$ cat src/rtl/snn_event_arb_fifo_pkg.sv
// snn_event_arb_fifo_pkg: shared event types and width helpers for the multi-source event link
package snn_event_arb_fifo_pkg;
  localparam int COORD_W_DEF = 8;
  localparam int NUM_SRC_DEF = 4;
  function automatic int src_w(input int n);
    return (n > 1) ? $clog2(n) : 1;
  endfunction
  localparam int SRC_W_DEF = src_w(NUM_SRC_DEF);
  typedef struct packed {
    logic [COORD_W_DEF-1:0] x;
    logic [COORD_W_DEF-1:0] y;
  } vec2_t;
  typedef struct packed {
    logic [SRC_W_DEF-1:0] src;
    vec2_t                coord;
  } src_event_t;
endpackage

$ cat src/rtl/snn_rr_arbiter.sv
// snn_rr_arbiter: round-robin grant of the first requester at or after rr_ptr
module snn_rr_arbiter
  import snn_event_arb_fifo_pkg::*;
#(
  parameter int N = 4,
  localparam int IW = src_w(N)
) (
  input  logic          clk,
  input  logic          rst,
  input  logic [N-1:0]  req,
  input  logic          en,
  input  logic          adv,
  output logic [N-1:0]  gnt,
  output logic [IW-1:0] gnt_idx
);
  logic [IW-1:0] rr_ptr;
  logic          found;
  int            idx;
  always_comb begin
    gnt_idx = '0;
    found = 1'b0;
    idx = 0;
    for (int k = 0; k < N; k++) begin
      idx = (int'(rr_ptr) + k) % N;
      if (!found && req[IW'(idx)]) begin
        found = 1'b1;
        gnt_idx = IW'(idx);
      end
    end
    gnt = (found && en) ? (N'(1) << gnt_idx) : '0;
  end
  always_ff @(posedge clk) begin
    if (rst) rr_ptr <= '0;
    else if (adv) rr_ptr <= (gnt_idx == IW'(N - 1)) ? '0 : gnt_idx + IW'(1);
  end
endmodule

$ cat src/rtl/snn_event_arb_fifo.sv
// snn_event_arb_fifo: round-robin merge of spike streams into a range-checked FWFT FIFO with credit-limited output
module snn_event_arb_fifo
  import snn_event_arb_fifo_pkg::*;
#(
  parameter int NUM_SRC   = 4,
  parameter int COORD_W   = 8,
  parameter int IMG_W     = 32,
  parameter int IMG_H     = 32,
  parameter int DEPTH     = 16,
  parameter int MAX_OUTST = 4,
  parameter int CNT_W     = 16,
  localparam int SW = src_w(NUM_SRC),
  localparam int AW = $clog2(DEPTH),
  localparam int LW = AW + 1,
  localparam int OW = $clog2(MAX_OUTST + 1)
) (
  input  logic                       clk,
  input  logic                       rst,
  input  logic [NUM_SRC-1:0]         src_valid,
  input  logic [NUM_SRC*COORD_W-1:0] src_x,
  input  logic [NUM_SRC*COORD_W-1:0] src_y,
  output logic [NUM_SRC-1:0]         src_ready,
  output logic                       evt_valid,
  output logic [COORD_W-1:0]         evt_x,
  output logic [COORD_W-1:0]         evt_y,
  output logic [SW-1:0]              evt_src,
  input  logic                       evt_ready,
  input  logic                       evt_ack,
  output logic [LW-1:0]              fifo_level,
  output logic [CNT_W-1:0]           drop_cnt,
  output logic                       ack_err
);
  typedef struct packed {
    logic [SW-1:0]      src;
    logic [COORD_W-1:0] x;
    logic [COORD_W-1:0] y;
  } entry_t;
  entry_t             mem [DEPTH];
  entry_t             head;
  logic [AW-1:0]      wr_ptr, rd_ptr;
  logic [OW-1:0]      outst;
  logic [SW-1:0]      gnt_idx;
  logic [COORD_W-1:0] sx, sy;
  logic               push_hs, in_range, push, pop, empty;
  snn_rr_arbiter #(.N(NUM_SRC)) u_arb (
    .clk     (clk),
    .rst     (rst),
    .req     (src_valid),
    .en      (fifo_level < LW'(DEPTH)),
    .adv     (push_hs),
    .gnt     (src_ready),
    .gnt_idx (gnt_idx)
  );
  always_comb begin
    sx = src_x[gnt_idx*COORD_W +: COORD_W];
    sy = src_y[gnt_idx*COORD_W +: COORD_W];
    push_hs = |(src_valid & src_ready);
    in_range = (32'(sx) < IMG_W) && (32'(sy) < IMG_H);
    push = push_hs && in_range;
    empty = fifo_level == '0;
    evt_valid = !empty && (32'(outst) < MAX_OUTST);
    pop = evt_valid && evt_ready;
    head = mem[rd_ptr];
    evt_x = empty ? '0 : head.x;
    evt_y = empty ? '0 : head.y;
    evt_src = empty ? '0 : head.src;
  end
  always_ff @(posedge clk) begin
    if (push) mem[wr_ptr] <= '{src: gnt_idx, x: sx, y: sy};
  end
  // Outstanding credits only move on pop xor ack; an ack with nothing in flight is flagged instead.
  always_ff @(posedge clk) begin
    if (rst) begin
      wr_ptr <= '0;
      rd_ptr <= '0;
      fifo_level <= '0;
      outst <= '0;
      drop_cnt <= '0;
      ack_err <= 1'b0;
    end else begin
      if (push) wr_ptr <= wr_ptr + AW'(1);
      if (pop) rd_ptr <= rd_ptr + AW'(1);
      if (push && !pop) fifo_level <= fifo_level + LW'(1);
      else if (pop && !push) fifo_level <= fifo_level - LW'(1);
      if (push_hs && !in_range && drop_cnt != '1) drop_cnt <= drop_cnt + CNT_W'(1);
      if (pop && !evt_ack) outst <= outst + OW'(1);
      else if (!pop && evt_ack && outst != '0) outst <= outst - OW'(1);
      if (!pop && evt_ack && outst == '0) ack_err <= 1'b1;
    end
  end
endmodule

$ cat config.mk
export PLATFORM = sky130hd
export DESIGN_NAME = snn_event_arb_fifo
export DESIGN_NICKNAME = d
export VERILOG_FILES = /design/src/rtl/snn_event_arb_fifo_pkg.sv /design/src/rtl/snn_rr_arbiter.sv /design/src/rtl/snn_event_arb_fifo.sv
export SDC_FILE = /design/constraint.sdc
export NUM_CORES = 1
export LEC_CHECK = 0
export ABC_AREA = 1
export ABC_CLOCK_PERIOD_IN_PS = 4500
export BUFFER_PORTS_ARGS = -buffer_cell sky130_fd_sc_hd__buf_2
export CORE_MARGIN = 2
export CORE_UTILIZATION = 50
export CTS_CLUSTER_DIAMETER = 40
export DETAILED_ROUTE_END_ITERATION = 10
export PLACE_DENSITY = 0.71
export SYNTH_ARGS = -nofsm -noshare
export SYNTH_HDL_FRONTEND = slang
export SYNTH_SLANG_ARGS = --single-unit
$ cat constraint.sdc
create_clock -name clk -period 4.5 [get_ports clk]
set_input_delay 0 -clock clk [delete_from_list [all_inputs] [get_ports clk]]
set_output_delay 0 -clock clk [all_outputs]
set_load 0.03 [all_outputs]
# ---- Yosys cells after proc, flatten, opt, wreduce, memory -nomap -nowiden
# Memories as Yosys holds them, arrays and structs flattened. A register that Yosys moved wholly into a read port is not among the register bits.
# Index checks and enable logic that the tools add are counted.
dict set report word_totals {
  reg_bits 35
  latch_bits 0
  ramBits 288
  rom_bits 0
  inputBits 72
  memories 1
}
# memory words width rd rd_ports_with_merged_regs write_ports line_no
set mem_list {}
lappend mem_list {mem 16 18 1 1 1 snn_event_arb_fifo.sv:38} ;# entry_t mem [DEPTH];
dict set report classes {
  n_addsub 11
  mul 0
  div 0
  order_cmp 8
  eq_ne 2
  shifts 3
  mux 33
  bitwise_logic 1
  reduce_logical 30
}
# cell n
set ops {}
lappend ops {{32-bit by 6-bit variable part select with 8-bit output} 2}
lappend ops {{16-bit by 1-bit adder with 16-bit output, second input constant} 1}
lappend ops {{1-bit logical AND} 16}
lappend ops {{2-bit by 4-bit less-than comparator with 1-bit output, second input constant} 4}
lappend ops {{8-bit by 6-bit less-than comparator with 1-bit output, second input constant} 2}
lappend ops {{8-bit two-way mux} 2}
lappend ops {{16-bit != test, second input constant} 1}
lappend ops {{1-bit two-way mux} 14}
lappend ops {{2-bit two-way mux} 6}
lappend ops {{4-bit two-way mux} 3}
lappend ops {{5-bit two-way mux} 2}
lappend ops {{4-bit by 1-bit adder with 4-bit output, second input constant} 2}
lappend ops {{1-bit binary-select mux with 2-bit select} 4}
lappend ops {{1-bit logical NOT} 8}
lappend ops {{3-bit two-way mux} 2}
lappend ops {{5-bit by 1-bit adder with 5-bit output, second input constant} 1}
lappend ops {{5-bit logical NOT} 1}
lappend ops {{5-bit less-than comparator, second input constant} 1}
lappend ops {{5-bit by 1-bit subtractor with 5-bit output, second input constant} 1}
lappend ops {{2-bit by 1-bit adder with 2-bit output, second input constant} 2}
lappend ops {{2-bit adder, second input constant} 2}
lappend ops {{4-bit AND} 1}
lappend ops {{2-bit nonzero test} 2}
lappend ops {{4-bit OR reduction} 1}
lappend ops {{7 further kinds} 7}

# ---- Longest topological paths before layout
dict set report depth {
  word_depth 22
  mapped_depth 29
}

# ---- Modules after synthesis
# A second synthesis with hierarchy kept.
dict set report unflattened {
  hier_cells 1299
  area_unflattened_um2 14352.5
}
# mod instances cells_each area_per_inst_um2 seq_area_each_um2
set modules_own_cells {}
lappend modules_own_cells {snn_event_arb_fifo 1 1216 13917.1 9389.0}
lappend modules_own_cells {snn_rr_arbiter 1 83 435.4 40.0}

# ---- Worst setup path after synthesis
# OpenSTA, ideal clock, no wires.
dict set report synth_timing {
  kind {flip-flop to flip-flop}
  start {register u_arb.rr_ptr[0]}
  end {register fifo_level[4]}
  arrival_time_ps 4629
  required_time_ps 4381
  slack_ps -249
  path_stages_with_launch 29
  period_less_slack_ps 4749
  cell_sequence {dfxtp_1 -> buf_6 -> nand2_2 -> nand3_2 -> nand2_2 -> nor2_4 -> nand3_2 -> nand2_4 -> nand2_4 -> buf_6 -> inv_1 -> clkbuf_1 -> ha_1 -> inv_1 -> nor2_1 -> nand2_1 -> nand4_1 -> inv_1 -> nor2_8 -> ha_1 -> inv_1 -> fa_1 -> a21o_1 -> a21oi_1 -> nor2_1 -> nor2_1 -> nand2_1 -> o21ai_0 -> a21oi_1}
}
dict set report synth_between {
  elab_chain_cells 21
  elab_cells_between_ends 45
  cone_classes {3 x add/sub; 2 x order compare; 3 x shift; 22 x mux; 1 x bitwise; 14 x reduce/logical}
}
# item line_no
set synth_lines {}
lappend synth_lines {{start, declared} snn_rr_arbiter.sv:16} ;# logic [IW-1:0] rr_ptr;
lappend synth_lines {{start signal, assigned} snn_rr_arbiter.sv:34} ;# else if (adv) rr_ptr <= (gnt_idx == IW'(N - 1)) ? '0 : gnt_idx + IW'(1);
lappend synth_lines {{branches (longest 12 deep; another with 2-bit by 1-bit adder with 2-bit output)} -}
lappend synth_lines {{2-bit two-way mux (*)} snn_rr_arbiter.sv:25} ;# if (!found && req[IW'(idx)]) begin
lappend synth_lines {{net gnt_idx[0]} snn_event_arb_fifo.sv:42} ;# logic [SW-1:0] gnt_idx;
lappend synth_lines {{1-bit by 2-bit left shift with 4-bit output (*)} snn_rr_arbiter.sv:30} ;# gnt = (found && en) ? (N'(1) << gnt_idx) : '0;
lappend synth_lines {{4-bit two-way mux (*)} snn_rr_arbiter.sv:30}
lappend synth_lines {{net src_ready[1]} snn_event_arb_fifo.sv:22} ;# output logic [NUM_SRC-1:0] src_ready,
lappend synth_lines {{4-bit AND (*)} snn_event_arb_fifo.sv:57} ;# push_hs = |(src_valid & src_ready);
lappend synth_lines {{4-bit OR reduction (*)} snn_event_arb_fifo.sv:57}
lappend synth_lines {{1-bit logical AND (*)} snn_event_arb_fifo.sv:59} ;# push = push_hs && in_range;
lappend synth_lines {{net push} snn_event_arb_fifo.sv:44} ;# logic push_hs, in_range, push, pop, empty;
lappend synth_lines {{1-bit logical NOT} snn_event_arb_fifo.sv:84} ;# else if (pop && !push) fifo_level <= fifo_level - LW'(1);
lappend synth_lines {{1-bit logical AND} snn_event_arb_fifo.sv:84}
lappend synth_lines {{2-bit nonzero test (no line)} -}
lappend synth_lines {{end signal, assigned} snn_event_arb_fifo.sv:83} ;# if (push && !pop) fifo_level <= fifo_level + LW'(1);
lappend synth_lines {{end signal, assigned} snn_event_arb_fifo.sv:84}
lappend synth_lines {{end, declared} snn_event_arb_fifo.sv:29} ;# output logic [LW-1:0] fifo_level,
# Mark *: on every way through the listed nets, which the timed path passes. The select of a mux whose other input is x is not followed.
# A chain may end at the register's enable or synchronous reset.

# ---- Final worst setup path
dict set report layout_timing {
  start {register u_arb.rr_ptr[0]}
  end {register fifo_level[4]}
}
dict set report layout_between {
  elab_chain_cells 21
  elab_cells_between_ends 45
  cone_classes {3 x add/sub; 2 x order compare; 3 x shift; 22 x mux; 1 x bitwise; 14 x reduce/logical}
}
# item line_no
set layout_lines {}
lappend layout_lines {{branches (longest 17 deep; another with 2-bit by 1-bit adder with 2-bit output)} -}
lappend layout_lines {{1-bit logical AND (*)} snn_event_arb_fifo.sv:59}
lappend layout_lines {{net push} snn_event_arb_fifo.sv:44}
lappend layout_lines {{1-bit logical NOT} snn_event_arb_fifo.sv:84}
lappend layout_lines {{1-bit logical AND} snn_event_arb_fifo.sv:84}
lappend layout_lines {{2-bit nonzero test (no line)} -}
# Marked as above.

==> summary.md <==
## Worst setup path
• **data required time of the critical path** 4.89 ns
• **kind of critical path** reg -> reg
• **maximum fanout along the worst path** 34
• **worst reg2reg path startpoint** u_arb.rr_ptr[0]
• **reg-to-reg slack, setup** 0.45 ns
• **worst-case reg-to-reg path depth** 25
• **end of the worst register-to-register path** fifo_level[4]
• **CP startpoint kind** flop
• **launching element of the worst setup path** u_arb.rr_ptr[0]
• **endpoint arrival time on the critical path** 4.44 ns
• **Worst Setup End Kind** flop

## Hold path
• **worst hold path class** in -> reg
• **start point of the worst min-delay path** src_valid[3]
• **WHS Path Cells** 5
• **hold endpoint** u_arb.rr_ptr[1]

## Yosys
• **dominant register cell in the synthesized netlist** edfxtp_1
• **total of flip-flops plus latches after synthesis** 327
• **Synth top cells by count** edfxtp_1, nor2_1, o21ai_0, nand2_1, clkbuf_1
• **Gate Count Post-Synth** 1274
• **most frequently used cell type in the post-synthesis netlist** edfxtp_1
• **netlist area before placement** 14400 sq um
• **share of the yosys chip area belonging to registers** 65.6%
• **top post-synthesis cells by area** edfxtp_1, o21ai_0, nor2_1, dfxtp_1, o221ai_1
• **async set-or-reset flop fraction in the synthesized netlist** 0%
• **mean post-synth cell area** 11.3 sq um
• **number of enable-type register cells in the synthesized netlist** 288
• **Synth top area share** 60.2%
• **Warnings, synthesis** 0
• **largest area contributor in the netlist** edfxtp_1
• **net count of the mapped netlist** 1362
• **number of distinct library cells after synthesis** 41

## Final layout
• **layout cells sized above 1** 21.6%
• **post-route design area** 16900 sq um
• **area overhead of the layout relative to synthesis** 17.5%
• **number of filler cells placed in the layout** 2300
• **final net count** 1496
• **area of all sequential standard cells** 9430 sq um
• **area of combinational cells with multiple inputs** 4410 sq um
• **antenna cells** 0

## Global routing
• **total routing usage reported by global routing** 23.6%
• **pin count of the biggest net entering global routing** 95
• **grt ovf** 0
• **global-route wire length before repair** 55500 um
• **number of global-route vias before repair** 10300
• **number of antenna violations at the first check in global routing** 1

## Routing
• **detailed router's first-iteration violation count** 915
• **remaining antenna violation count** 0
• **routed length per placed instance** 19.6 um
• **via count** 10500
• **via-per-instance ratio** 5.74
• **detailed-routing iteration count for the pre-antenna-repair pass** 5
• **total detailed-routing wirelength** 35700 um
• **count of unresolved DRC violations after routing** 0

## Power
• **Reg power frac** 35.2%
• **Leakage** 6.10 nW
• **total net switching power** 5.10 mW
• **power density relative to cell area** 756 nW/um^2
• **internal power consumption** 7.67 mW
• **Max IR drop VDD** 0.000788 V
• **clock network power share** 24.7%
• **proportion of total power due to net switching** 40.0%
• **fraction of power consumed by combinational cells** 40.1%

## Placement
• **count of port buffers added during placement** 116
• **RD Place Congestion** 0.853
• **Area after DPL** 15500 sq um
• **hpwl dp** 20800 um

## Floorplan
• **Total Die Area** 30100 sq um
• **die extent in x** 174 um
• **effective utilization at floorplan** 50.5%
• **core area** 28500 sq um
• **height of the chip** 174 um
• **number of rows in the core area** 62
• **Top-Level Pins** 117

## Timing
• **slew at the pin closest to its max-slew limit** 0.948 ns
• **Final Max Tran Viols** 0
• **RSZ-0062 raised after global routing** no
• **worst slew slack as a fraction of its limit** 36.8%
• **Post-Route Setup TNS** 0 ns
• **Post-Route Skew** 0.0177 ns
• **shortest clock period the worst path allows after layout** 4.05 ns
• **final hold violation count** 0
• **final period utilization** 90.0%
• **Fmax** 247 MHz
• **number of failing setup endpoints in the final timing report** 0

## Clocking
• **Max Root-Sink Buffers** 3
• **TritonCTS clock tree** built
• **clk sink count** 327
• **clock latency reported for the late side of the worst-skew pair** 0.52 ns
• **clock slew at reported path FFs** 0.06 ns
• **root buffer selected by CTS** clkbuf_16
• **CTS HTree Levels** 2
• **number of CTS-inserted buffers** 39

## Run status
• **outcome** finished clean

## Run
• **max-capacitance violation count** 0

==> how the worst max path moves through the flow <==
stage                    endpoint  slack, ns  depth (start not counted)
floorplan           fifo_level[4]       0.02                         28
global placement    fifo_level[4]       0.29                         26
detailed placement  fifo_level[4]       0.16                         24
CTS                 fifo_level[4]       0.11                         24
global route        fifo_level[4]       0.01                         25
finish              fifo_level[4]       0.45                         25
==> critical path: stages (launching register included) <==
cell     delay (ns)
dfxtp_1        0.42
buf_4          0.22
nand2_2        0.08
nand3_1        0.11
nand2_1        0.10
a21oi_2        0.15
nand2_2        0.18
nand2_4        0.14
buf_6          0.24
ha_1           0.18
inv_1          0.04
nor2_1         0.14
nand2_1        0.08
nand4_1        0.11
inv_1          0.12
nor2_8         0.11
ha_1           0.19
inv_1          0.11
fa_1           0.41
a21o_1         0.19
a21oi_1        0.18
nor2_1         0.06
nor2_1         0.08
nand2_1        0.07
o21ai_0        0.15
a21oi_1        0.06
==> metrics by stage <==
stage | power (mW) | setup slack [ns] | utilization (%) | hold WS, ns | instances
after CTS | 12.8 | 0.108 | 59.2 | 0.0360 | 1817
final | 12.8 | 0.449 | 59.3 | 0.0478 | 1820
after detailed placement | 9.60 | 0.156 | 54.5 | 0.301 | 1744
after global placement | 9.46 | 0.290 | 54.5 | 0.301 | 1744
after global routing | 13.4 | 0.0119 | 59.3 | 0.0716 | 1820
after floorplan | 7.88 | 0.0248 | - | 0.156 | 1274
==> routing by layer <==
metal | up-vias | part of all wire [%] | track usage, %
li1 | 4885 | - | -
met1 | 5035 | 42 | 31.7
met2 | 468 | 48 | 39.8
met3 | 67 | 7.8 | 3.77
met4 | 0 | 2.4 | 7.38
met5 | - | 0 | 0
==> kinds of logic (layout without fill, tap and decap cells) <==
kind of cell               after synthesis  count (layout)  share of synthesized area (%)
DFF                                    327             327                           65.6
adders and majority gates               16              16                           1.50
and+or+nand+nor                        458             458                           14.7
xor gates and xnor gates                17              17                           1.04
buffers and inverters                  141             303                           3.97
AOI/OAI and AO/OA                      315             315                           13.2
==> power groups by stage <==
stage	clock network [mW]	registers (mW)	logic, mW
global placement	0	4.55	4.91
floorplan	0	4.59	3.30
finish	3.15	4.50	5.12
global route	3.32	4.51	5.59
detailed placement	0	4.56	5.04
CTS	3.19	4.50	5.07
==> area by class of cell <==
class | count | share of cell area [%]
clock inverter | 23 | 1.55
tap | 384 | 2.85
timing repair buffer | 169 | 5.95
inverter | 65 | 1.50
sequential | 327 | 55.9
multi-input combinational | 806 | 26.1
clock buffer | 46 | 6.19
==> state kept, by name (all words and copies together) (netlist names), named ones only <==
register and flops:
u_arb.rr_ptr 2, wr_ptr 4, ack_err 1, outst 3, drop_cnt 16, mem 288, fifo_level 5, rd_ptr 4
==> layout by cell type (no fill, tap or decap), types with 47 or more instances in the layout <==
cell,Yosys,routed
a21oi_1,48,48
buf_2,3,116
buf_4,1,47
edfxtp_1,288,288
inv_1,58,56
nand2_1,113,113
nand3_1,52,52
nor2_1,209,193
o21ai_0,166,166
o221ai_1,52,52
==> repair_timing <==
action / in CTS / in global routing
resized for setup: 0 / 5
hold buffers: 4 / 0
setup endpoints to repair: 0 / 2
endpoints found under the hold margin: 23 / 0
setup buffers: 0 / 3
Power figures use the tool's default switching activity.
